**config.mk**
```make
export PLATFORM = sky130hd
export DESIGN_NAME = message_frame_arbiter
export DESIGN_NICKNAME = d
export VERILOG_FILES = /design/src/rtl/message_frame_arbiter.sv
export SDC_FILE = /design/constraint.sdc
export NUM_CORES = 1
export LEC_CHECK = 0
export ABC_AREA = 1
export CORE_MARGIN = 10
export CORE_UTILIZATION = 45
export CTS_CLUSTER_DIAMETER = 150
export CTS_CLUSTER_SIZE = 40
export DETAILED_ROUTE_END_ITERATION = 10
export GPL_ROUTABILITY_DRIVEN = 0
export PLACE_DENSITY = 0.94
export SLEW_MARGIN = 20
export SYNTH_ARGS = -nofsm -noshare
export SYNTH_HDL_FRONTEND = slang
export SYNTH_SLANG_ARGS = --single-unit
```
**constraint.sdc**
```tcl
create_clock -name clk -period 2.2 [get_ports clk]
set_input_delay 0.55 -clock clk [delete_from_list [all_inputs] [get_ports clk]]
set_output_delay 0.55 -clock clk [all_outputs]
set_load 0.03 [all_outputs]
```
**src/rtl/message_frame_arbiter.sv**
```systemverilog
// Frame-granular arbiter: drains one source FIFO per frame onto a shared byte path, optional tag byte.
// Build option FRAME_ARB_STRICT_PRIO_EN selects lowest-index priority instead of round robin.
module message_frame_arbiter #(
  parameter int           NUM_SRC  = 4,
  parameter int           SRC_W    = 2,
  parameter int           TAG_EN   = 1,
  parameter logic [7:0]   TAG_BASE = 8'h80
) (
  input  logic                   clk,
  input  logic                   rst,
  input  logic [NUM_SRC-1:0]     src_frame_avail,
  input  logic [8*NUM_SRC-1:0]   src_data,
  input  logic [NUM_SRC-1:0]     src_last,
  output logic [NUM_SRC-1:0]     src_latch,
  output logic [7:0]             out_data,
  output logic                   out_valid,
  input  logic                   out_ready,
  output logic                   out_sof,
  output logic                   out_eof,
  output logic [SRC_W-1:0]       out_src,
  output logic                   busy
);

  typedef enum logic [1:0] {IDLE, TAG, XFER} state_t;

  state_t           state, state_nxt;
  logic [SRC_W-1:0] gnt, gnt_nxt;
  logic [SRC_W-1:0] rr_ptr, rr_ptr_nxt;
  logic             first, first_nxt;
  logic             load_ok;
  logic             ld, ld_sof, ld_eof;
  logic [7:0]       ld_data;
  logic [7:0]       sel_data;
  logic             sel_last;

  // First requesting source at or after base, wrapping around NUM_SRC.
  function automatic logic [SRC_W-1:0] pick_src(input logic [NUM_SRC-1:0] req,
                                                input logic [SRC_W-1:0]   base);
    logic [SRC_W-1:0] sel;
    logic             found;
    logic [SRC_W:0]   idx;
    sel   = '0;
    found = 1'b0;
    for (int i = 0; i < NUM_SRC; i++) begin
      idx = {1'b0, base} + (SRC_W+1)'(i);
      if (idx >= (SRC_W+1)'(NUM_SRC)) idx = idx - (SRC_W+1)'(NUM_SRC);
      if (!found && req[idx[SRC_W-1:0]]) begin
        sel   = idx[SRC_W-1:0];
        found = 1'b1;
      end
    end
    return sel;
  endfunction

  function automatic logic [SRC_W-1:0] next_src(input logic [SRC_W-1:0] s);
    return (s == SRC_W'(NUM_SRC-1)) ? '0 : s + 1'b1;
  endfunction

  assign load_ok = !out_valid || out_ready;
  assign busy    = (state != IDLE);

  always_comb begin
    sel_data = '0;
    sel_last = 1'b0;
    for (int i = 0; i < NUM_SRC; i++) begin
      if (gnt == SRC_W'(i)) begin
        sel_data = src_data[8*i +: 8];
        sel_last = src_last[i];
      end
    end
  end

  always_comb begin
    state_nxt  = state;
    gnt_nxt    = gnt;
    rr_ptr_nxt = rr_ptr;
    first_nxt  = first;
    ld         = 1'b0;
    ld_data    = sel_data;
    ld_sof     = 1'b0;
    ld_eof     = 1'b0;
    src_latch  = '0;
    case (state)
      IDLE: begin
        if (|src_frame_avail) begin
`ifdef FRAME_ARB_STRICT_PRIO_EN
          gnt_nxt = pick_src(src_frame_avail, '0);
`else
          gnt_nxt = pick_src(src_frame_avail, rr_ptr);
`endif
          first_nxt = 1'b1;
          state_nxt = (TAG_EN != 0) ? TAG : XFER;
        end
      end
      TAG: begin
        if (load_ok && !rst) begin
          ld        = 1'b1;
          ld_data   = TAG_BASE + 8'(gnt);
          ld_sof    = 1'b1;
          state_nxt = XFER;
        end
      end
      XFER: begin
        // Pop only together with a load so each head byte leaves exactly once.
        if (load_ok && !rst) begin
          ld        = 1'b1;
          ld_sof    = (TAG_EN == 0) && first;
          ld_eof    = sel_last;
          src_latch = NUM_SRC'(1) << gnt;
          first_nxt = 1'b0;
          if (sel_last) begin
            state_nxt = IDLE;
`ifndef FRAME_ARB_STRICT_PRIO_EN
            rr_ptr_nxt = next_src(gnt);
`endif
          end
        end
      end
      default: state_nxt = IDLE;
    endcase
  end

  always_ff @(posedge clk) begin
    if (rst) begin
      state     <= IDLE;
      gnt       <= '0;
      rr_ptr    <= '0;
      first     <= 1'b0;
      out_valid <= 1'b0;
      out_data  <= '0;
      out_sof   <= 1'b0;
      out_eof   <= 1'b0;
      out_src   <= '0;
    end else begin
      state  <= state_nxt;
      gnt    <= gnt_nxt;
      rr_ptr <= rr_ptr_nxt;
      first  <= first_nxt;
      if (ld) begin
        out_valid <= 1'b1;
        out_data  <= ld_data;
        out_sof   <= ld_sof;
        out_eof   <= ld_eof;
        out_src   <= gnt;
      end else if (out_ready) begin
        out_valid <= 1'b0;
      end
    end
  end

endmodule
```
==> qor.txt, run 1 <==
Setup bufs post-CTS: 0
Post-synth EDFFs: 0
Slew HR: 72.10%
Setup_tns: 0 ps
RSZ-0062 raised after global routing: yes
Layout Area Growth over Synthesis: 50.73%
Worst vdd ir: 0.6080 mV
Final Power: 2.061 mW
Crit Path Class: in -> out
Clk root buf: clkbuf_4
CTS sink count: 19
Area of the multi-input gates: 893.4 um2
Initial DRT Pass Iterations: 4
CP Launch Type: input port
CTS Buffer Depth: 2
Worst-path fanout max: 4
Vias: 1648
Row Count: 20
Fin util: 69.21%
PostCTS Resize Cnt: 2
Core Footprint: 3003 um2
Post-Syn Area per Cell: 6.101 um2
Final setup vio count: 0
Crit path time final: 2173 ps
Post-synth cell types: 24
Die W: 75.36 um
# nets final: 340
Adder-Cell Fraction of Synth Area: 6.352%
Outcome: completed
Worst Path Required: 1650 ps
Average via count per standard cell: 5.118
Io pins: 61
Worst hold margin: 468.3 ps
Synth Area in Compound Gates: 20.33%
Crit path arrival time: 1620 ps
Hpwl dp: 3643 um
Layout cells sized above 1: 12.80%
CTS Hold Bufs: 0
Highest-count cells in the layout ignoring fill and taps: 66 x nand2_1, 55 x clkdlybuf4s50_1, 34 x a21oi_1, 22 x nor2_1, 19 x dfxtp_1
Starting density of the core: 45.92%
Register Area: 380.4 um2
Maxcap violations: 0
Worst Path Buf+Inv: 4
Die area: 5678 um2
Crit-path max cell delay: 450 ps
Total grt overflow: 0
Clock buffer count from CTS: 3
Post-Synthesis Cells: 226
CP Cell Sequence: clkdlybuf4s50_1 -> inv_1 -> nand2_1 -> nand2_2 -> inv_2 -> nand2_4 -> nor2_2 -> buf_6
HP Class: reg -> reg
Final Cycle Share: 98.76%
CP delay by family, top: buffers and inverters
WL per Instance: 14.01 um
ANT nets after route: 0
Worst Tran Pin Value: 417.9 ps
Largest net degree at the start of global routing: 13
Post-synthesis mux area share: 0%
DRT iter0 DRCs: 134
Slew Limit Fails: 0
CTS tree: built
Total Wirelength: 4510 um
Clk slew on worst S/H paths: 90 ps
GR Util All Layers: 15.15%
Die H: 75.36 um
Async S/R FF share, synth: 0%
Dominant synthesized flop cell: dfxtp_1
Fin. Hold Viols: 0
CP max stage cell: clkdlybuf4s50_1
Cell area power density: 991.8 nW/um2
Register area share after synthesis: 27.59%
Final Skew: 10.90 ps
FILL cells: 260
Post-Synth XOR/XNOR Area: 0%
Antenna violations before repair: 0
Most common cell after layout, fill and taps aside: nand2_1
H-tree level count: 1
Number of global-route vias before repair: 1518
Post-synthesis cell area: 1379 um2
Syn Nets: 276
Residual DRC: 0
Diode count: 0
Pleak: 0.9266 nW
Worst-skew pair later-pin latency: 300 ps
First-pass GRT wire length: 6872 um
Yosys warnings: 0
Flops & latches, synth: 19
Largest family of logic cells by synthesized area: simple AND/OR/NAND/NOR gates
Area share of and/or/nand/nor cells after synthesis: 36.48%
Port Buf Inserts: 60
F_max: 460.3 MHz
CP Capture Type: primary output
[worst paths after layout]
path / from / endpoint / slack [ps] / cells after the start
worst min-delay path: out_data[2] / out_data[2] / 470 / 2
worst min register to register: out_data[2] / out_data[2] / 470 / 2
worst max-delay path: out_ready / src_latch[3] / 30 / 8
worst max register to register: gnt[0] / rr_ptr[0] / 470 / 8
[synth_stat cells, types with 2 or more instances]
master     n  area share [%]
nand2_2    9             4.1
nand3_1   10             3.6
clkbuf_1   2            0.54
a21oi_1   34              12
ha_1       7             6.4
dfxtp_1   19              28
inv_2      3            0.82
nor2_4     3             2.4
buf_2      2            0.73
nand2_1   67              18
o21ai_1    3             1.1
nor2_1    26             7.1
inv_1     18             4.9
o21ai_0   13             4.7
[power by group]
part | switching, mW | internal [mW]
Sequential | 0.0812 | 0.442
Combinational | 0.844 | 0.521
Clock | 0.102 | 0.0705
Total | 1.03 | 1.03
[per-layer routing]
metal	vias up	track usage, %	wire length, um
met1	726	18.20	1735
met3	9	3.516	359
met2	62	25.87	2339
li1	851	-	-
met4	0	4.948	76
met5	-	0	0
[state kept, by name (all words and copies together) (netlist names)]
register,cells
out_data,8
gnt,2
out_sof,1
out_valid,1
rr_ptr,2
out_src,2
state,2
out_eof,1
[cells by family (layout without fill, tap and decap cells)]
logic type	after synthesis	in the layout
compound gates	54	54
fa+ha+maj	7	7
buf+inv	29	92
flops	19	19
simple gates	117	117
[through the flow]
step                setup WS, ps  instance area, um2  cells
floorplan                  343.7                1379    226
global placement           18.66                2012    318
detailed placement        -1.769                2012    318
CTS                        23.71                2039    322
global route              -38.22                2078    322
finish                     27.30                2078    322
[worst reg2reg max path, delay by kind of cell, from the launching register on]
| family | cells | cell delay (ps) |
|---|---|---|
| AO/OA/AOI/OAI | 2 | 280 |
| adder cells (fa/ha/maj) | 1 | 270 |
| buffers and inverters | 2 | 280 |
| flip-flops | 1 | 470 |
| AND/OR/NAND/NOR | 3 | 340 |
[final cells by class]
| type | count | area share [%] |
|---|---|---|
| clock buffers | 4 | 1.264 |
| flip-flops and latches | 19 | 18.30 |
| well taps | 33 | 1.987 |
| inverters | 23 | 4.576 |
| multi-input cells | 178 | 42.99 |
| repair buffers | 65 | 30.89 |
(Power assumes the default switching activity.)
==> inputs of run 2 (changes only) <==
- CAP_MARGIN: unset -> 20
==> results of run 2 <==
Final layout, timing and power as in run 1 (identical DEF).
==> inputs of run 3 (changes only) <==
--- a/config.mk
+++ b/config.mk
@@ -9,4 +9,6 @@
 export CAP_MARGIN = 20
+export CELL_PAD_IN_SITES_DETAIL_PLACEMENT = 1
+export CELL_PAD_IN_SITES_GLOBAL_PLACEMENT = 1
 export CORE_MARGIN = 10
-export CORE_UTILIZATION = 45
+export CORE_UTILIZATION = 29
 export CTS_CLUSTER_DIAMETER = 150
@@ -15,3 +17,3 @@
 export GPL_ROUTABILITY_DRIVEN = 0
-export PLACE_DENSITY = 0.94
+export PLACE_DENSITY = 0.93
 export SLEW_MARGIN = 20
==> constraint.sdc (replaced) <==
create_clock -name clk -period 2.2 [get_ports clk]
set_input_delay 0.44 -clock clk [delete_from_list [all_inputs] [get_ports clk]]
set_output_delay 0.44 -clock clk [all_outputs]
set_load 0.03 [all_outputs]
==> run 3 against run 2 <==
Against the previous run: clock power grew 38%; core utilization down 25 points; clock skew is 6.5 ps lower; critical path depth unchanged; cell count is 5.9% higher; setup slack better by 100 ps; register-to-register slack got worse by 80 ps; design area is 0.24% lower; critical path type unchanged.
==> qor.txt, run 3 (synthesis results as in run 1) <==
Number of global-route vias before repair: 1762 (+16%)
Row Count: 25 (+25%)
# nets final: 338 (-0.59%)
Internal power: 1.082 mW (+4.7%)
Total Wirelength: 5182 um (+15%)
CP delay by family, top: buffers and inverters
First-pass GRT wire length: 8183 um (+19%)
ANT nets after route: 0 (unchanged)
RSZ-0062 raised after global routing: no
Crit path time final: 2069 ps (-103.5 ps)
H-tree level count: 1 (unchanged)
DRT iter0 DRCs: 47 (-65%)
Die W: 88.96 um (+18%)
Area of the multi-input gates: 875.8 um2 (-2.0%)
Io pins: 61 (unchanged)
Setup_tns: 0 ps (unchanged)
Switch Pwr: 1.059 mW (+3.0%)
FILL cells: 631 (+140%)
Worst Path Required: 1760 ps (+110 ps)
CP Capture Type: primary output
Starting density of the core: 29.58% (-16 points)
Clk pwr share: 11.2% (+2.8 points)
Final Power: 2.141 mW (+3.9%)
Average via count per standard cell: 4.894 (-4.4%)
Crit Path Class: in -> out
Core Footprint: 4661 um2 (+55%)
Pleak: 0.9140 nW (-1.4%)
Clk root buf: clkbuf_8
Die H: 88.96 um (+18%)
CP Launch Type: input port
CP max stage cell: clkdlybuf4s50_1
Port Buf Inserts: 60 (unchanged)
CTS tree: built
Top reg by flops: out_data
Combinational share of power: 64.3% (-1.9 points)
Clock buffer count from CTS: 3 (unchanged)
Clk slew on worst S/H paths: 70 ps (-20 ps)
Final Skew: 4.417 ps (-6.482 ps)
Setup bufs post-CTS: 0 (unchanged)
Highest-count cells in the layout ignoring fill and taps: 67 x nand2_1, 56 x clkdlybuf4s50_1, 34 x a21oi_1, 25 x nor2_1, 19 x dfxtp_1
Outcome: completed
F_max: 483.3 MHz (+5.0%)
Maxcap violations: 0 (unchanged)
Slew HR: 71.32% (-0.79 points)
Register Area: 380.4 um2 (unchanged)
Max reg flops: 8 (unchanged)
Cell area power density: 1033 nW/um2 (+4.1%)
GR Util All Layers: 12.86% (-2.3 points)
Slew Limit Fails: 0 (unchanged)
CTS Buffer Depth: 2 (unchanged)
Final setup vio count: 0 (unchanged)
Antenna violations before repair: 0 (unchanged)
CTS Hold Bufs: 0 (unchanged)
Most common cell after layout, fill and taps aside: nand2_1
Sw Ratio: 49.45% (-0.41 points)
Seq pwr share: 24.5% (-0.9 points)
CP Cell Sequence: clkdlybuf4s50_1 -> inv_1 -> nand2_1 -> nand2_2 -> inv_1 -> nand2_1 -> nor2_2 -> buf_4
Initial DRT Pass Iterations: 4 (unchanged)
Layout Area Growth over Synthesis: 50.36%
Worst Path Buf+Inv: 4 (unchanged)
Final Cycle Share: 94.05% (-4.7 points)
HP Class: reg -> reg
Fin. Hold Viols: 0 (unchanged)
Diode count: 0 (unchanged)
Worst Tran Pin Value: 429.6 ps (+11.78 ps)
CTS sink count: 19 (unchanged)
WL per Instance: 15.20 um (+8.5%)
Crit path arrival time: 1630 ps (about the same)
Total grt overflow: 0 (unchanged)
Layout cells sized above 1: 9.756% (-3.0 points)
Vias: 1669 (+1.3%)
Crit-path max cell delay: 450 ps (about the same)
Hpwl dp: 4300 um (+18%)
Residual DRC: 0 (unchanged)
Worst vdd ir: 0.5755 mV (-5.3%)
Worst-skew pair later-pin latency: 250 ps (-50 ps)
Die area: 7913 um2 (+39%)
Worst-path fanout max: 4 (unchanged)
Largest net degree at the start of global routing: 13 (unchanged)
[run 3: cell types whose count changed in the layout (fill, tap and decap cells not counted), sizes merged]
cell	change
clkinv	+1
clkdlybuf4s50	+1
dlygate4sd2	-1
buf	-2
clkinvlp	-1
[run 3: power groups by stage]
stage          clock [mW]  combinational (mW)  sequential (mW)
2_1_floorplan           0               0.782            0.632
3_3_place_gp            0                1.32            0.527
3_5_place_dp            0                1.36            0.531
4_1_cts             0.244                1.39            0.526
5_1_grt             0.267                1.54            0.543
6_report            0.239                1.38            0.524
[run 3: stage by stage]
step	setup WS (ps)	utilization, %	hold slack [ps]	instances	area, um2
finish	130.8	44.48	469.1	341	2073
global route	24.22	44.48	498.1	341	2073
detailed placement	110.6	43.41	466.1	337	2023
global placement	160.3	43.41	452.2	337	2023
CTS	99.73	44.38	476.0	341	2068
floorplan	533.4	-	449.8	226	1379
[run 3: area by class of cell]
type / count / area share (%)
multi-input cells: 178 / 42.24
flip-flops and latches: 19 / 18.35
well taps: 54 / 3.259
inverters: 23 / 4.406
clock buffers: 4 / 2.173
repair buffers: 63 / 29.57
[run 3: path summary, 6_finish.rpt]
check	start	to	slack (ps)	depth (start not counted)
hold / removal	out_data[5]	out_data[5]	470	2
hold reg to reg	out_data[5]	out_data[5]	470	2
setup reg to reg	gnt[0]	rr_ptr[1]	390	8
setup / recovery	out_ready	src_latch[3]	130	8
[run 3: metal layers]
metal / wire length (um) / vias up / part of all wire [%] / GRT usage [%]
li1: - / 848 / - / -
met3: 174 / 8 / 3.4 / 1.641
met1: 2180 / 782 / 42 / 15.17
met5: 0 / - / 0 / 0
met2: 2682 / 31 / 52 / 23.20
met4: 144 / 0 / 2.8 / 4.480
[run 3: worst reg2reg max path: cells and delay by family, from the launching register on]
family / cells / cell delay [ps]
AOI/OAI and AO/OA: 2 / 240
adders and majority gates: 1 / 340
buffers and inverters: 2 / 310
DFF: 1 / 460
and+or+nand+nor: 3 / 360
[run 3: what timing repair did]
item / CTS / global route
setup endpoints to repair: 0 / 1
endpoints found under the hold margin: 0 / 0
gates resized for setup: 0 / 2
